===== src/rtl/mem_arb_pkg.sv =====
// Shared types and default widths for the VeriRISC memory arbiter.
// Imported by mem_arb and mem_arb_pick.
package mem_arb_pkg;

    localparam int ARB_AWIDTH = 5;
    localparam int ARB_DWIDTH = 8;

    typedef enum logic [1:0] {
        ARB_IDLE,
        ARB_ACCESS,
        ARB_RESP
    } arb_state_e;

    typedef enum logic {
        OWN_CPU,
        OWN_DBG
    } arb_owner_e;

endpackage


===== src/rtl/mem_arb_pick.sv =====
// Combinational CPU-first arbitration with a debug anti-starvation override.
// Debug wins a contended cycle once it has lost MAX_WAIT in a row.
module mem_arb_pick
    import mem_arb_pkg::*;
#(
    parameter int MAX_WAIT = 4,
    parameter int WW       = 3
) (
    input  logic          cpu_req,
    input  logic          dbg_req,
    input  logic [WW-1:0] wait_cnt,
    output arb_owner_e    winner,
    output logic          valid
);

    logic starved;

    always_comb begin
        valid   = cpu_req | dbg_req;
        starved = (wait_cnt == WW'(MAX_WAIT));
        winner  = OWN_CPU;
        unique case (1'b1)
            (dbg_req & ~cpu_req): winner = OWN_DBG;
            (dbg_req & starved):  winner = OWN_DBG;
            default:              winner = OWN_CPU;
        endcase
    end

endmodule


===== src/rtl/mem_arb.sv =====
// Two-port (CPU/debug) arbiter and access sequencer for the VeriRISC memory.
// Optional MEM_ARB_STATS_EN adds per-port ack counters and a starve_hit pulse.
module mem_arb
    import mem_arb_pkg::*;
#(
    parameter int AWIDTH   = ARB_AWIDTH,
    parameter int DWIDTH   = ARB_DWIDTH,
    parameter int ACC_CYC  = 2,
    parameter int MAX_WAIT = 4
) (
    input  logic              clk,
    input  logic              rst_,
    input  logic              cpu_req,
    input  logic              cpu_we,
    input  logic [AWIDTH-1:0] cpu_addr,
    input  logic [DWIDTH-1:0] cpu_wdata,
    output logic              cpu_gnt,
    output logic              cpu_ack,
    output logic [DWIDTH-1:0] cpu_rdata,
    input  logic              dbg_req,
    input  logic              dbg_we,
    input  logic [AWIDTH-1:0] dbg_addr,
    input  logic [DWIDTH-1:0] dbg_wdata,
    output logic              dbg_gnt,
    output logic              dbg_ack,
    output logic [DWIDTH-1:0] dbg_rdata,
    output logic              mem_rd,
    output logic              mem_wr,
    output logic [AWIDTH-1:0] mem_addr,
    output logic [DWIDTH-1:0] mem_wdata,
    input  logic [DWIDTH-1:0] mem_rdata
`ifdef MEM_ARB_STATS_EN
    ,
    output logic [15:0]       cpu_cnt,
    output logic [15:0]       dbg_cnt,
    output logic              starve_hit
`endif
);

    localparam int WW = $clog2(MAX_WAIT + 1);
    localparam int CW = (ACC_CYC > 1) ? $clog2(ACC_CYC) : 1;

    arb_state_e        state_q, state_d;
    arb_owner_e        owner_q, win;
    logic              win_vld;
    logic              we_q;
    logic [WW-1:0]     wait_cnt;
    logic [CW-1:0]     acc_cnt;
    logic              grant, last;
    logic              sel_we;
    logic [AWIDTH-1:0] sel_addr;
    logic [DWIDTH-1:0] sel_wdata;

    mem_arb_pick #(
        .MAX_WAIT (MAX_WAIT),
        .WW       (WW)
    ) u_pick (
        .cpu_req  (cpu_req),
        .dbg_req  (dbg_req),
        .wait_cnt (wait_cnt),
        .winner   (win),
        .valid    (win_vld)
    );

    always_comb begin
        sel_we    = (win == OWN_DBG) ? dbg_we    : cpu_we;
        sel_addr  = (win == OWN_DBG) ? dbg_addr  : cpu_addr;
        sel_wdata = (win == OWN_DBG) ? dbg_wdata : cpu_wdata;
    end

    always_comb begin
        state_d = state_q;
        grant   = 1'b0;
        last    = (acc_cnt == CW'(ACC_CYC - 1));
        unique case (state_q)
            ARB_IDLE: begin
                if (win_vld) begin
                    grant   = 1'b1;
                    state_d = ARB_ACCESS;
                end
            end
            ARB_ACCESS: begin
                if (last) state_d = ARB_RESP;
            end
            ARB_RESP: state_d = ARB_IDLE;
            default:  state_d = ARB_IDLE;
        endcase
    end

    always_ff @(posedge clk or negedge rst_) begin
        if (!rst_) state_q <= ARB_IDLE;
        else       state_q <= state_d;
    end

    always_ff @(posedge clk or negedge rst_) begin
        if (!rst_) begin
            owner_q   <= OWN_CPU;
            we_q      <= 1'b0;
            wait_cnt  <= '0;
            acc_cnt   <= '0;
            cpu_gnt   <= 1'b0;
            dbg_gnt   <= 1'b0;
            cpu_ack   <= 1'b0;
            dbg_ack   <= 1'b0;
            cpu_rdata <= '0;
            dbg_rdata <= '0;
            mem_rd    <= 1'b0;
            mem_wr    <= 1'b0;
            mem_addr  <= '0;
            mem_wdata <= '0;
        end else begin
            unique case (state_q)
                ARB_IDLE: begin
                    acc_cnt <= '0;
                    // Count only CPU wins that actually made debug wait
                    if (!dbg_req || (grant && win == OWN_DBG))
                        wait_cnt <= '0;
                    else if (grant && wait_cnt != WW'(MAX_WAIT))
                        wait_cnt <= wait_cnt + 1'b1;
                    if (grant) begin
                        owner_q   <= win;
                        we_q      <= sel_we;
                        mem_addr  <= sel_addr;
                        mem_wdata <= sel_wdata;
                        mem_rd    <= ~sel_we;
                        mem_wr    <= sel_we;
                        cpu_gnt   <= (win == OWN_CPU);
                        dbg_gnt   <= (win == OWN_DBG);
                    end
                end
                ARB_ACCESS: begin
                    acc_cnt <= acc_cnt + 1'b1;
                    if (last) begin
                        acc_cnt <= '0;
                        mem_rd  <= 1'b0;
                        mem_wr  <= 1'b0;
                        cpu_ack <= (owner_q == OWN_CPU);
                        dbg_ack <= (owner_q == OWN_DBG);
                        if (!we_q && owner_q == OWN_CPU) cpu_rdata <= mem_rdata;
                        if (!we_q && owner_q == OWN_DBG) dbg_rdata <= mem_rdata;
                    end
                end
                ARB_RESP: begin
                    cpu_ack <= 1'b0;
                    dbg_ack <= 1'b0;
                    cpu_gnt <= 1'b0;
                    dbg_gnt <= 1'b0;
                end
                default: begin
                    mem_rd <= 1'b0;
                    mem_wr <= 1'b0;
                end
            endcase
        end
    end

`ifdef MEM_ARB_STATS_EN
    always_ff @(posedge clk or negedge rst_) begin
        if (!rst_) begin
            cpu_cnt    <= '0;
            dbg_cnt    <= '0;
            starve_hit <= 1'b0;
        end else begin
            if (cpu_ack) cpu_cnt <= cpu_cnt + 16'd1;
            if (dbg_ack) dbg_cnt <= dbg_cnt + 16'd1;
            // Debug beating a live CPU request can only be the wait rule
            starve_hit <= grant && (win == OWN_DBG) && cpu_req;
        end
    end
`endif

endmodule


===== config.mk =====
export PLATFORM = sky130hd
export DESIGN_NAME = mem_arb
export DESIGN_NICKNAME = d
export VERILOG_FILES = /design/src/rtl/mem_arb_pkg.sv /design/src/rtl/mem_arb_pick.sv /design/src/rtl/mem_arb.sv
export SDC_FILE = /design/constraint.sdc
export NUM_CORES = 1
export LEC_CHECK = 0
export ABC_AREA = 1
export CORE_MARGIN = 2
export CORE_UTILIZATION = 45
export CTS_CLUSTER_DIAMETER = 50
export DETAILED_ROUTE_END_ITERATION = 12
export GPL_TIMING_DRIVEN = 0
export PLACE_DENSITY = 0.81
export SYNTH_ARGS = -nofsm -noshare
export SYNTH_HDL_FRONTEND = slang
export SYNTH_HIERARCHICAL = 1
export SYNTH_SLANG_ARGS = --single-unit

===== constraint.sdc =====
create_clock -name clk -period 2.89 [get_ports clk]
set_clock_uncertainty 0.05 [all_clocks]
set_input_delay 0.7225 -clock clk [delete_from_list [all_inputs] [get_ports clk]]
set_output_delay 0.7225 -clock clk [all_outputs]
set_load 0.05 [all_outputs]

==> summary.txt <==
Synthesis
  • Distinct cell type count after synthesis: 22
  • Warnings, synthesis: 6
  • Most frequent cell after synthesis: sky130_fd_sc_hd__nand2_1
  • Cell taking the most area after synthesis: sky130_fd_sc_hd__dfrtp_1
  • Number of enable-type register cells in the synthesized netlist: 0
  • Cell area after technology mapping: between 0.0015 and 0.002 mm2
  • Net count after synthesis: approximately 260
  • Mapped Cells: about 220
  • Sequential area share after synthesis: 54.9%
  • Most frequent cells after synthesis: 76 x sky130_fd_sc_hd__nand2_1, 43 x sky130_fd_sc_hd__dfrtp_1, 25 x sky130_fd_sc_hd__inv_1
  • Post-synthesis async set-or-reset flop share: 100%
  • Cells taking the most area after synthesis: sky130_fd_sc_hd__dfrtp_1 55%, sky130_fd_sc_hd__nand2_1 15%, sky130_fd_sc_hd__nand3_1 5.9%
  • Most used DFF post-synth: sky130_fd_sc_hd__dfrtp_1
  • Mean instance size in the synthesized netlist: roughly 9 um2
  • Top cell type's share of synthesized area: between 50% and 60%
  • Seq cells post-synth: between 40 and 50

STA
  • Tightest Pin Transition: roughly 0.53 ns
  • Final setup fails: 0
  • Fin. Hold Viols: 0
  • Sum of negative setup slack: 0 ns
  • Clock period minus worst slack: 2.25 ns
  • Worst slack on hold paths: around 0.36 ns
  • Highest attainable clock frequency: approximately 0.45 GHz
  • Setup repair after global routing missed its margin: false
  • Final worst-path cycle share: 77.7%
  • Max transition margin: between 60% and 70%
  • Final-report max-slew violation count: 0

Cells and area
  • Layout cell share with drive strength beyond 1: 13.0%
  • P&R area growth vs syn: 46.6%
  • Final std cells w/o fill: between 300 and 400
  • Area of all placed cells without fillers: 0.00287 mm2
  • Count of antenna diodes in the layout: 0
  • Total Nets Final: roughly 340
  • Post-route core utilization: between 70% and 80%

Pwr
  • Standby leakage power: 1.38 nW
  • Areal power density over the cells: about 1200 mW/mm2
  • Worst vdd rail ir drop: a little under 0.8 mV

Floorplan
  • Initial core utilization: 47.9%
  • I/O pin cnt: 75
  • Core Area: 0.00409 mm2
  • Total die area: between 0.004 and 0.005 mm2
  • Std cell rows: 23
  • Die extent in y: around 70 um
  • Chip Width: roughly 70 um

Global routing
  • Maximum number of pins on one net before global-route repair: 24
  • Vias in the first global route: ~1.6k
  • Antenna violations before repair: 0
  • Remaining global-route overflow: 0
  • Combined global-route utilization of all metal layers: between 10% and 20%
  • Global-route wire length before repair: 7.56 mm

Clock tree
  • Inserted Clock Buffers: 5
  • Number of buffers inserted for hold repair after clock tree synthesis: 0
  • Number of buffers between clock root and the deepest sink: 2
  • Maximum level of the CTS H-tree: 2
  • TritonCTS clock tree: yes
  • Clock slew at the register clock pins of the worst setup and hold paths: roughly 0.08 ns
  • Number of post-CTS setup repair buffers: 0
  • Root buffer selected by CTS: sky130_fd_sc_hd__clkbuf_8
  • TritonCTS Sinks: 43
  • Source-to-sink clock delay at the later pin of the worst-skew pair: 0.28 ns
  • Post-cts repair resize count: 0

Critical path
  • R2R depth: 8
  • Top cell family by delay on the critical path: buffers and inverters
  • Data arrival time of the critical path: between 1 and 1.5 ns
  • Cell Chain, Critical Path: clkdlybuf4s50_1
  • Required arrival time at the worst endpoint: approximately 2.1 ns
  • Worst R2R End: mem_addr[1]
  • Type of destination of the critical path: output port
  • Worst Path Class, Setup: register to output port
  • Slowest CP cell: sky130_fd_sc_hd__clkdlybuf4s50_1
  • Startpoint of the worst-slack reg-to-reg timing path: wait_cnt[0]
  • Crit path buf inv count: 1
  • Critical path's largest stage delay: between 0.8 and 0.9 ns
  • Worst reg-to-reg setup slack: 1.36 ns
  • Startpoint type of the worst setup path: register
  • Maximum fanout count along the critical path: 2

Place
  • Half-perimeter wire length after placement: approximately 3.4 mm
  • Routability congestion estimate: 0.779
  • Port bufs: 74
  • Placed Cells incl. Taps: approximately 340
  • Post-placement cell area: approximately 0.0028 mm2

Routing
  • Count of vias placed by the detailed router: approximately 1.6k
  • DR pass1 iterations: 4
  • Remaining antenna violation count after routing: 0
  • Vias/cell: about 4.7
  • Count of unresolved DRC violations after routing: 0
  • Post-detailed-route wirelength per cell: around 13 um
  • Iteration-0 DRC Markers: roughly 110
  • Total routed wirelength: 4.37 mm

Hold path
  • Worst hold path class: input pin to async pin

Run
  • MaxCap Viol Count: 0

Run status
  • Outcome: completed
metrics by stage:
step                      setup slack, ns  power, W
after global routing                0.586   0.00375
final                               0.645   0.00353
after global placement             -0.108   0.00314
after detailed placement            0.557   0.00318
after CTS                           0.617   0.00357
after floorplan                      1.24   0.00248
cell type report:
cell class	count	area, um2
repair buffers	75	763
inverters	28	105
plain buffers	5	42.5
well taps	50	62.6
flip-flops and latches	43	1080
clock buffers	6	82.6
fillers	331	1210
multi-input cells	141	736
clock inverters	1	5.00
power by group:
part	total, W	switching, W	internal [W]
combinational	0.00208	0.00138	0.000704
clock	0.000377	0.000189	0.000188
sequential	0.00107	0.000184	0.000886
total	0.00353	0.00175	0.00178
cell families after synthesis:
family,share of synthesized area [%]
AND/OR/NAND/NOR,27.3
XOR/XNOR,0.447
flip-flops,54.9
buffers and inverters,7.53
adder cells (fa/ha/maj),1.28
multiplexers,0.575
AO/OA/AOI/OAI,7.98
placed cells by master, fill, tap and decap left out, drive strengths merged:
cell           instances
nor3                   1
mux2                   1
dfrtp                 43
clkinv                 1
inv                   28
a31o                   1
buf                    7
nand2                 80
nand3                 25
xnor2                  1
nor2                   7
or2                    1
ha                     2
o21ai                 22
clkdlybuf4s50         73
clkbuf                 6
registers in the layout (all words and copies together), names as in the netlist:
register and flops:
acc_cnt 1, cpu_ack 1, cpu_gnt 1, cpu_rdata 8, dbg_ack 1, dbg_gnt 1, dbg_rdata 8, mem_addr 5
mem_rd 1, mem_wdata 8, mem_wr 1, owner_q 1, state_q 2, wait_cnt 3, we_q 1
per-layer routing:
metal	up-vias	GRT usage, %	share of wire [%]
met5	-	0	0
met4	0	5.13	0.73
met3	4	5.77	7.3
met2	58	30.7	47
met1	746	26.1	45
li1	839	-	-
how the worst max path moves through the flow:
| stage | slack [ns] | depth (start not counted) | end | startpoint |
|---|---|---|---|---|
| 2_1_floorplan | 1.24 | 6 | mem_addr[0] | dbg_req |
| 3_3_place_gp | -0.11 | 1 | cpu_rdata[6] | rst_ |
| 3_5_place_dp | 0.56 | 7 | mem_wdata[2] | dbg_req |
| 4_1_cts | 0.62 | 1 | dbg_rdata[2] | dbg_rdata[2] |
| 5_1_grt | 0.59 | 1 | cpu_rdata[7] | cpu_rdata[7] |
| 6_report | 0.64 | 1 | dbg_rdata[2] | dbg_rdata[2] |
Note: power is estimated with default switching activity, not from simulation.
